===== config.mk =====
export PLATFORM = sky130hd
export DESIGN_NAME = fp_sum_seq
export DESIGN_NICKNAME = d
export VERILOG_FILES = /design/src/rtl/fp_pkg.sv /design/src/rtl/fp_wait_timer.sv /design/src/rtl/fp_sum_seq.sv
export SDC_FILE = /design/constraint.sdc
export NUM_CORES = 1
export LEC_CHECK = 0
export ABC_AREA = 1
export CAP_MARGIN = 20
export CORE_UTILIZATION = 45
export CTS_CLUSTER_SIZE = 20
export DETAILED_ROUTE_END_ITERATION = 10
export GPL_ROUTABILITY_DRIVEN = 1
export PLACE_DENSITY = 0.86
export SLEW_MARGIN = 10
export SYNTH_ARGS = -nofsm -noshare
export SYNTH_HDL_FRONTEND = slang
export SYNTH_HIERARCHICAL = 1
export SYNTH_SLANG_ARGS = --single-unit

===== constraint.sdc =====
create_clock -name clk -period 3 [get_ports clk]
set_clock_uncertainty 0.15 [all_clocks]
set_input_delay 0.6 -clock clk [delete_from_list [all_inputs] [get_ports clk]]
set_output_delay 0.6 -clock clk [all_outputs]
set_load 0.02 [all_outputs]

===== src/rtl/fp_pkg.sv =====
// Shared FP32 definitions and the reduction sequencer state encoding.
// Imported by fp_add and by the fp_sum_seq block.
package fp_pkg;

  localparam int FP32_W    = 32;
  localparam int FP_SIGN_W = 1;
  localparam int FP_EXP_W  = 8;
  localparam int FP_MANT_W = 23;

  typedef enum logic [2:0] {
    IDLE,
    ACCUM,
    ISSUE,
    WAIT,
    DONE
  } sum_state_e;

endpackage


===== src/rtl/fp_wait_timer.sv =====
// Watchdog counter for one outstanding fp_add operation.
// Asserts expire during the last enabled cycle of a MAX_WAIT-cycle window.
module fp_wait_timer #(
  parameter int MAX_WAIT = 16
) (
  input  logic clk,
  input  logic rst,
  input  logic clear,
  input  logic enable,
  output logic expire
);

  localparam int TW = $clog2(MAX_WAIT + 1);
  localparam logic [TW-1:0] LAST_CNT = TW'(MAX_WAIT - 1);

  logic [TW-1:0] count_q, count_d;

  always_comb begin
    count_d = count_q;
    if (clear) begin
      count_d = '0;
    end else if (enable && (count_q != LAST_CNT)) begin
      count_d = count_q + 1'b1;
    end
  end

  always_ff @(posedge clk) begin
    if (rst) begin
      count_q <= '0;
    end else begin
      count_q <= count_d;
    end
  end

  assign expire = enable && (count_q == LAST_CNT);

endmodule


===== src/rtl/fp_sum_seq.sv =====
// Streaming FP32 vector reduction: drives an external fp_add one operation at a time,
// feeding the running sum back, and presents the total with element count and timeout flag.
module fp_sum_seq
  import fp_pkg::*;
#(
  parameter int MAX_WAIT = 16,
  parameter int CNT_W    = 16
) (
  input  logic              clk,
  input  logic              rst,
  input  logic              s_valid,
  output logic              s_ready,
  input  logic [FP32_W-1:0] s_data,
  input  logic              s_last,
  output logic              add_valid,
  output logic [FP32_W-1:0] add_a,
  output logic [FP32_W-1:0] add_b,
  input  logic              add_out_valid,
  input  logic [FP32_W-1:0] add_result,
  output logic              m_valid,
  input  logic              m_ready,
  output logic [FP32_W-1:0] m_data,
  output logic [CNT_W-1:0]  m_count,
  output logic              m_err
);

  sum_state_e        state_q, state_d;
  logic [FP32_W-1:0] acc_q, acc_d;
  logic [CNT_W-1:0]  cnt_q, cnt_d;
  logic              last_q, last_d;
  logic              err_q, err_d;
  logic              s_ready_q, s_ready_d;
  logic              add_valid_q, add_valid_d;
  logic [FP32_W-1:0] add_a_q, add_a_d;
  logic [FP32_W-1:0] add_b_q, add_b_d;
  logic              m_valid_q, m_valid_d;
  logic [FP32_W-1:0] m_data_q, m_data_d;
  logic [CNT_W-1:0]  m_count_q, m_count_d;
  logic              m_err_q, m_err_d;

  logic timer_clear, timer_enable, timer_expire;
  logic s_xfer, m_xfer;

  assign s_xfer       = s_valid && s_ready_q;
  assign m_xfer       = m_valid_q && m_ready;
  assign timer_clear  = (state_q == ISSUE);
  assign timer_enable = (state_q == WAIT);

  fp_wait_timer #(
    .MAX_WAIT (MAX_WAIT)
  ) u_wait_timer (
    .clk    (clk),
    .rst    (rst),
    .clear  (timer_clear),
    .enable (timer_enable),
    .expire (timer_expire)
  );

  always_comb begin
    state_d   = state_q;
    acc_d     = acc_q;
    cnt_d     = cnt_q;
    last_d    = last_q;
    err_d     = err_q;
    add_a_d   = add_a_q;
    add_b_d   = add_b_q;
    m_data_d  = m_data_q;
    m_count_d = m_count_q;

    case (state_q)
      IDLE: begin
        // The first element seeds the sum directly; no add is spent on it.
        if (s_xfer) begin
          acc_d   = s_data;
          cnt_d   = CNT_W'(1);
          last_d  = s_last;
          state_d = s_last ? DONE : ACCUM;
        end
      end
      ACCUM: begin
        if (s_xfer) begin
          add_a_d = acc_q;
          add_b_d = s_data;
          last_d  = s_last;
          cnt_d   = (cnt_q == '1) ? cnt_q : cnt_q + 1'b1;
          state_d = ISSUE;
        end
      end
      ISSUE: begin
        state_d = WAIT;
      end
      WAIT: begin
        // A result arriving in the final window cycle still wins over the timeout.
        if (add_out_valid) begin
          acc_d   = add_result;
          state_d = last_q ? DONE : ACCUM;
        end else if (timer_expire) begin
          err_d   = 1'b1;
          state_d = DONE;
        end
      end
      DONE: begin
        if (m_xfer) begin
          err_d   = 1'b0;
          state_d = IDLE;
        end
      end
      default: begin
        state_d = IDLE;
      end
    endcase

    s_ready_d   = (state_d == IDLE) || (state_d == ACCUM);
    add_valid_d = (state_d == ISSUE);
    m_valid_d   = (state_d == DONE);
    m_err_d     = (state_d == DONE) ? err_d : 1'b0;
    if (state_d == DONE) begin
      m_data_d  = acc_d;
      m_count_d = cnt_d;
    end
  end

  always_ff @(posedge clk) begin
    if (rst) begin
      state_q     <= IDLE;
      acc_q       <= '0;
      cnt_q       <= '0;
      last_q      <= 1'b0;
      err_q       <= 1'b0;
      s_ready_q   <= 1'b1;
      add_valid_q <= 1'b0;
      add_a_q     <= '0;
      add_b_q     <= '0;
      m_valid_q   <= 1'b0;
      m_data_q    <= '0;
      m_count_q   <= '0;
      m_err_q     <= 1'b0;
    end else begin
      state_q     <= state_d;
      acc_q       <= acc_d;
      cnt_q       <= cnt_d;
      last_q      <= last_d;
      err_q       <= err_d;
      s_ready_q   <= s_ready_d;
      add_valid_q <= add_valid_d;
      add_a_q     <= add_a_d;
      add_b_q     <= add_b_d;
      m_valid_q   <= m_valid_d;
      m_data_q    <= m_data_d;
      m_count_q   <= m_count_d;
      m_err_q     <= m_err_d;
    end
  end

  assign s_ready   = s_ready_q;
  assign add_valid = add_valid_q;
  assign add_a     = add_a_q;
  assign add_b     = add_b_q;
  assign m_valid   = m_valid_q;
  assign m_data    = m_data_q;
  assign m_count   = m_count_q;
  assign m_err     = m_err_q;

endmodule


# == Word-level counts from Yosys, hierarchy flattened ==
# Cells that the tools add are included.
# op_classes
addsub,2
eq_ne,10
muxes,19
bitwise,1
reduce_logical,12
# ops
operator,n
$mux 32,2
$pmux 32 s2,1
$mux 16,3
$pmux 16 s2,1
$mux 3,7
$add 16x1->16 const B,1
$eq 16x16->1 const B,1
$pmux 3 s5,1
$eq 3x2->1 const B,3
$eq 3x1->1 const B,2
$eq 3x3->1 const B,2
$logic_not 3->1,2
$reduce_or 2->1,3
$add 5x1->5 const B,1
$eq 5x4->1 const B,1
$ne 5x4->1 const B,1
$logic_and 1x1->1,4
$reduce_and 2->1,2
$mux 1,3
$pmux 1 s2,1
$logic_or 1x1->1,1
$not 1->1,1
# totals
regBits,174
input_bits,70
out_inout_bits,116
wordCells,58

# == Depth between registers and ports, before layout ==
# Gate-level depths: netlist of the first run.
# logic_depth
ltp_word,8
depth_mapped,17
mapped_depth_nobuf,15

# == By module ==
# Netlist of the first run, hierarchy kept.
# modules_own_cells
mod,n_inst,cells_each,area_each_um2,seq_area_each_um2
fp_sum_seq,1,999,7196.9,3383.2
fp_wait_timer,1,38,284.0,100.1

# == Least setup slack after synthesis of the first run ==
# No wires, ideal clock.
# synth_timing
path_type,reg-to-reg
from,register state_q[1]
to,"register m_data_q[10], in the netlist m_data[10]"
setup_time_ns,0.117
t_arrival_ns,1.929
t_required_ns,2.733
slack_ns,0.804
stages_incl_launch_ff,17
n_path_buf,4
synth_period_minus_slack_ns,2.196
cell_sequence,dfxtp_1 -> inv_1 -> nor3_2 -> buf_4 -> buf_2 -> nand2_1 -> inv_1 -> or2_1 -> o21ai_2 -> nor2_1 -> nor2_2 -> o21ai_2 -> buf_6 -> inv_6 -> buf_6 -> nor2_1 -> nor2_1
# synth_between
elab_chain_cells,6
elab_cells_between_ends,14
classes_between,eq/ne (5); mux (7); reduce/logical (2)
# synth_rtl
element,line,text
"start, declared",fp_sum_seq.sv:27,"sum_state_e state_q, state_d;"
"start signal, assigned",fp_sum_seq.sv:139,state_q <= state_d;
$eq 3x2->1,fp_sum_seq.sv:47,assign timer_enable = (state_q == WAIT);
via timer_enable,fp_sum_seq.sv:41,"logic timer_clear, timer_enable, timer_expire;"
$logic_and 1x1->1,fp_wait_timer.sv:35,assign expire = enable && (count_q == LAST_CNT);
via timer_expire,fp_sum_seq.sv:41,
$mux 3,fp_sum_seq.sv:97,end else if (timer_expire) begin
$mux 3,fp_sum_seq.sv:94,if (add_out_valid) begin
$pmux 3 s5,fp_sum_seq.sv:70,case (state_q)
$eq 3x3->1,fp_sum_seq.sv:117,if (state_d == DONE) begin
"end signal, assigned",fp_sum_seq.sv:149,m_data_q <= m_data_d;
"end, declared",fp_sum_seq.sv:37,"logic [FP32_W-1:0] m_data_q, m_data_d;"
# The timed path passes the listed nets, and every way through them passes these cells.
# A chain may end at the register's enable or synchronous reset.

# == Worst setup path in the final report of the first run ==
# layout_timing
from,register u_wait_timer.count_q[1]
to,"register m_count_q[1], in the netlist m_count[1]"
# layout_between
elab_chain_cells,6
# layout_rtl
element,line,text
"start, declared",fp_wait_timer.sv:16,"logic [TW-1:0] count_q, count_d;"
"start signal, assigned",fp_wait_timer.sv:31,count_q <= count_d;
$eq 5x4->1,fp_wait_timer.sv:35,
$logic_and 1x1->1,fp_wait_timer.sv:35,
via timer_expire,fp_sum_seq.sv:41,
$mux 3,fp_sum_seq.sv:97,
$mux 3,fp_sum_seq.sv:94,
$pmux 3 s5,fp_sum_seq.sv:70,
$eq 3x3->1,fp_sum_seq.sv:117,
"end signal, assigned",fp_sum_seq.sv:150,m_count_q <= m_count_d;
"end, declared",fp_sum_seq.sv:38,"logic [CNT_W-1:0] m_count_q, m_count_d;"
# The timed path passes the listed nets, and every way through them passes these cells.

==> impl_metrics.prom, run 1 <==
# TYPE chip_impl_metric gauge
chip_impl_metric{name="placement_rows",unit=""} 46
chip_impl_info{name="setup.worst_path.class",value="reg -> reg"} 1
chip_impl_info{name="rr_endpoint",value="m_count[1]"} 1
chip_impl_metric{name="timing.critical_path.arrival",unit="ps"} 2870
chip_impl_metric{name="place.gp.congestion",unit=""} 0.895
chip_impl_metric{name="routed_via_density",unit=""} 5.24
chip_impl_metric{name="die_area",unit="um^2"} 17100
chip_impl_info{name="tritoncts_clock_tree",value="done"} 1
chip_impl_info{name="crit_slowest_cell",value="sky130_fd_sc_hd__dfxtp_1"} 1
chip_impl_metric{name="worst_ep_required_time",unit="ps"} 3170
chip_impl_metric{name="layout-area-overhead-vs-synth",unit="%"} 33.9
chip_impl_metric{name="sw_share",unit="%"} 32.3
chip_impl_metric{name="clockPowerShare",unit="%"} 34.1
chip_impl_metric{name="htree_num_levels",unit=""} 4
chip_impl_metric{name="finalSetupTns",unit="ps"} 0
chip_impl_metric{name="critical_path_peak_fanout",unit=""} 33
chip_impl_metric{name="pwr-share-comb",unit="%"} 25.1
chip_impl_metric{name="reg2reg_depth",unit=""} 14
chip_impl_metric{name="peakVddDrop",unit="mV"} 0.427
chip_impl_metric{name="io_buffer_count",unit=""} 185
chip_impl_metric{name="grt_start_max_net_pins",unit=""} 139
chip_impl_info{name="cts.root.buffer_cell",value="sky130_fd_sc_hd__clkbuf_16"} 1
chip_impl_metric{name="finalNonFillerCells",unit=""} 1423
chip_impl_info{name="critPathLaunch",value="u_wait_timer/count_q[1]"} 1
chip_impl_metric{name="total_placed_instance_area",unit="um^2"} 9400
chip_impl_info{name="critPathCaptureType",value="register"} 1
chip_impl_metric{name="starting_density",unit="%"} 46.6
chip_impl_metric{name="drt-total-wl",unit="um"} 21700
chip_impl_metric{name="post-dp-hpwl",unit="um"} 14500
chip_impl_metric{name="slew-limit-headroom",unit="%"} 37.7
chip_impl_metric{name="layout_setup_ws",unit="ps"} 300
chip_impl_metric{name="cp_slowest_stage_delay",unit="ps"} 360
chip_impl_metric{name="ioPinCount",unit=""} 186
chip_impl_metric{name="synthesis.yosys.warnings",unit=""} 6
chip_impl_metric{name="synth_seq_area_share",unit="%"} 46.6
chip_impl_info{name="outcome",value="finished, final reports clean"} 1
chip_impl_metric{name="power_frac_seq",unit="%"} 40.8
chip_impl_metric{name="reg2reg_slack",unit="ps"} 300
chip_impl_info{name="crit_path_start_kind",value="register"} 1
chip_impl_info{name="unrepaired_setup_endpoints_after_global_routing",value="no"} 1
chip_impl_metric{name="antenna_found_initial",unit=""} 0
chip_impl_metric{name="core_area",unit="um^2"} 16100
chip_impl_info{name="worst_hold_path_type",value="reg -> reg"} 1
chip_impl_metric{name="number_of_maximum_capacitance_violations",unit=""} 0
chip_impl_metric{name="post_cts_resize_count",unit=""} 0
chip_impl_metric{name="num_vias",unit=""} 7461
chip_impl_metric{name="nNetsFinal",unit=""} 1267
chip_impl_metric{name="vias_in_the_first_global_route",unit=""} 7083
chip_impl_metric{name="final.min_clock_period",unit="ps"} 2700
chip_impl_info{name="setup.worst_path.end",value="m_count[1]"} 1
chip_impl_metric{name="grt_usage",unit="%"} 26.0
chip_impl_metric{name="slew_viol_final",unit=""} 0
chip_impl_metric{name="remaining_drc_errors",unit=""} 0
chip_impl_metric{name="mappedNetlistNets",unit=""} 1110
chip_impl_metric{name="tightestPinTransition",unit="ps"} 931
chip_impl_metric{name="detail_route.first_pass.iterations",unit=""} 5
chip_impl_metric{name="timing.final.setup_violations",unit=""} 0
chip_impl_info{name="synth_top_cell_by_area",value="sky130_fd_sc_hd__dfxtp_1"} 1
chip_impl_info{name="synth_top_cells_by_area",value="sky130_fd_sc_hd__dfxtp_1, sky130_fd_sc_hd__nor2_1, sky130_fd_sc_hd__o21ai_0"} 1
chip_impl_metric{name="net-switching-power",unit="W"} 0.00217
chip_impl_metric{name="hold_buf_cts",unit=""} 0
chip_impl_metric{name="synthesis.instances",unit=""} 1037
chip_impl_info{name="yosys.cell_count.top_type",value="sky130_fd_sc_hd__nor2_1"} 1
chip_impl_info{name="synth.cells.most_frequent",value="sky130_fd_sc_hd__nor2_1, sky130_fd_sc_hd__dfxtp_1, sky130_fd_sc_hd__o21ai_0, sky130_fd_sc_hd__nand2_1, sky130_fd_sc_hd__inv_1"} 1
chip_impl_metric{name="die_y",unit="um"} 131
chip_impl_metric{name="power_per_cell_area",unit="nW/um^2"} 672
chip_impl_metric{name="netlist.area_leader.share",unit="%"} 46.6
chip_impl_metric{name="post_synth_edffs",unit=""} 0
chip_impl_metric{name="drive_above_1_share",unit="%"} 6.55
chip_impl_metric{name="syn_avg_cell_area",unit="um^2"} 7.21
chip_impl_metric{name="ys_types",unit=""} 34
chip_impl_info{name="launching_point_of_the_worst_reg2reg_path",value="u_wait_timer/count_q[1]"} 1
chip_impl_metric{name="pre_cts_ws",unit="ps"} 122
chip_impl_metric{name="post_drt_wl_per_cell",unit="um"} 15.2
chip_impl_metric{name="power.static_leakage",unit="nW"} 4.17
chip_impl_metric{name="clock.fmax",unit="MHz"} 370
chip_impl_metric{name="dp.cells",unit=""} 1391
chip_impl_metric{name="async_flop_share",unit="%"} 0
chip_impl_metric{name="cts_post_setup_buffers_inserted",unit=""} 0
chip_impl_metric{name="die_w",unit="um"} 131
chip_impl_metric{name="initialDrtViolationCount",unit=""} 647
chip_impl_info{name="worst_path_most_repeated_cell",value="sky130_fd_sc_hd__inv_1"} 1
chip_impl_info{name="timing.critical_path.cells",value="ha_1, inv_1, nor2_1, ha_1, nand2_1, inv_1, or2_1, o21ai_2, nor2_1, nor2_2, o21ai_4, inv_6, o21ai_0, inv_1"} 1
chip_impl_metric{name="ys_seq_elements",unit=""} 174
chip_impl_metric{name="worst_setup_hold_path_clk_slew",unit="ps"} 70
chip_impl_metric{name="antenna_left",unit=""} 0
chip_impl_metric{name="clk_path_buf_depth",unit=""} 2
chip_impl_metric{name="grt_first_pass_wirelength",unit="um"} 34700
chip_impl_metric{name="fillCellCount",unit=""} 1394
chip_impl_info{name="synth-main-ff-cell",value="sky130_fd_sc_hd__dfxtp_1"} 1
chip_impl_metric{name="design_area",unit="um^2"} 10000
chip_impl_metric{name="cts_sinks",unit=""} 174
chip_impl_metric{name="min_period_over_period",unit="%"} 90.0
chip_impl_metric{name="clock_latency",unit="ps"} 430
chip_impl_metric{name="overflow",unit=""} 0
chip_impl_metric{name="final_hold_viol_count",unit=""} 0
chip_impl_metric{name="tritoncts.num_buffers",unit=""} 17
chip_impl_metric{name="p_int",unit="W"} 0.00455
chip_impl_metric{name="insertedDiodeCount",unit=""} 0
chip_impl_metric{name="synthesis.area",unit="um^2"} 7480
layout make-up:
type                       instances  area, um^2  share of cell area [%]
inverter                          82         314                    3.14
clock inverter                    14         174                    1.74
timing repair buffer             202        2020                    20.1
multi-input combinational        717        3320                    33.1
sequential                       174        3480                    34.8
clock buffer                      18         439                    4.39
tap                              216         270                    2.70
registers in the layout, summed over array words and instances, names as in the netlist:
register              cells
acc_q                    32
add_a                    32
add_b                    32
add_valid                 1
cnt_q                    16
err_q                     1
last_q                    1
m_count                  16
m_data                   32
m_err                     1
m_valid                   1
s_ready                   1
state_q                   3
u_wait_timer/count_q      5
per-stage QoR:
| step | hold slack, ps | util (%) | total power [W] |
|---|---|---|---|
| finish | 310 | 62.4 | 0.00673 |
| detailed placement | 305 | 58.5 | 0.00448 |
| CTS | 315 | 62.4 | 0.00677 |
| global route | 343 | 62.4 | 0.00705 |
| global placement | 295 | 58.5 | 0.00443 |
| floorplan | 285 | - | 0.00380 |
worst max-delay path, delay by kind of cell, from the launching register on:
kind / cells / cell delay (ps)
DFF: 1 / 360
and+or+nand+nor: 5 / 540
AOI/OAI and AO/OA: 3 / 640
adders and majority gates: 2 / 430
buffers and inverters: 4 / 460
cell usage in the layout, fill, tap and decap left out, types with 8 or more instances in the layout:
cell type,netlist,final
sky130_fd_sc_hd__nor2_1,278,278
sky130_fd_sc_hd__clkdlybuf4s50_1,0,185
sky130_fd_sc_hd__dfxtp_1,174,174
sky130_fd_sc_hd__o21ai_0,139,139
sky130_fd_sc_hd__nand2_1,134,133
sky130_fd_sc_hd__inv_1,73,72
sky130_fd_sc_hd__nand3_1,58,58
sky130_fd_sc_hd__o211ai_1,33,33
sky130_fd_sc_hd__a21oi_1,28,28
sky130_fd_sc_hd__clkbuf_16,0,17
sky130_fd_sc_hd__buf_4,3,14
sky130_fd_sc_hd__o21ai_1,10,10
sky130_fd_sc_hd__inv_2,8,8
cells by family after synthesis:
kind of cell	count (synthesis)	synth area share (%)
flip-flops	174	46.6
AO/OA/AOI/OAI	220	16.3
AND/OR/NAND/NOR	494	27.3
adder cells (fa/ha/maj)	3	0.502
buffers and inverters	146	9.32
power groups by stage:
stage	Sequential, W	Clock (W)	Combinational, W
4_1_cts	0.00275	0.00233	0.00170
3_5_place_dp	0.00279	0	0.00169
3_3_place_gp	0.00279	0	0.00165
2_1_floorplan	0.00298	0	0.000815
6_report	0.00275	0.00229	0.00169
5_1_grt	0.00278	0.00241	0.00186
metal layers:
layer  wire [um]  global-route usage, %
met1        9440                   33.6
met2       10200                   41.9
met3        1570                   5.54
met4         436                   11.4
met5           0                      0
worst min path at each step:
stage | to | cells past startpoint | start
CTS | u_wait_timer/count_q[4] | 2 | u_wait_timer/count_q[4]
floorplan | u_wait_timer/count_q[4] | 2 | u_wait_timer/count_q[4]
global placement | u_wait_timer/count_q[4] | 2 | u_wait_timer/count_q[4]
detailed placement | u_wait_timer/count_q[4] | 2 | u_wait_timer/count_q[4]
finish | u_wait_timer/count_q[4] | 2 | u_wait_timer/count_q[4]
global route | add_b[31] | 2 | add_b[31]
(Power assumes the default switching activity.)
==> run 2, diff against run 1 <==
Settings changed: CAP_MARGIN 20 to 0.
==> results of run 2 <==
No change in the layout: final DEF, timing and power equal those of run 1.
==> run 3, diff against run 2 <==
Settings changed: CTS_CLUSTER_SIZE 20 to not set.
==> results of run 3 <==
No change in the layout: final DEF, timing and power equal those of run 1.
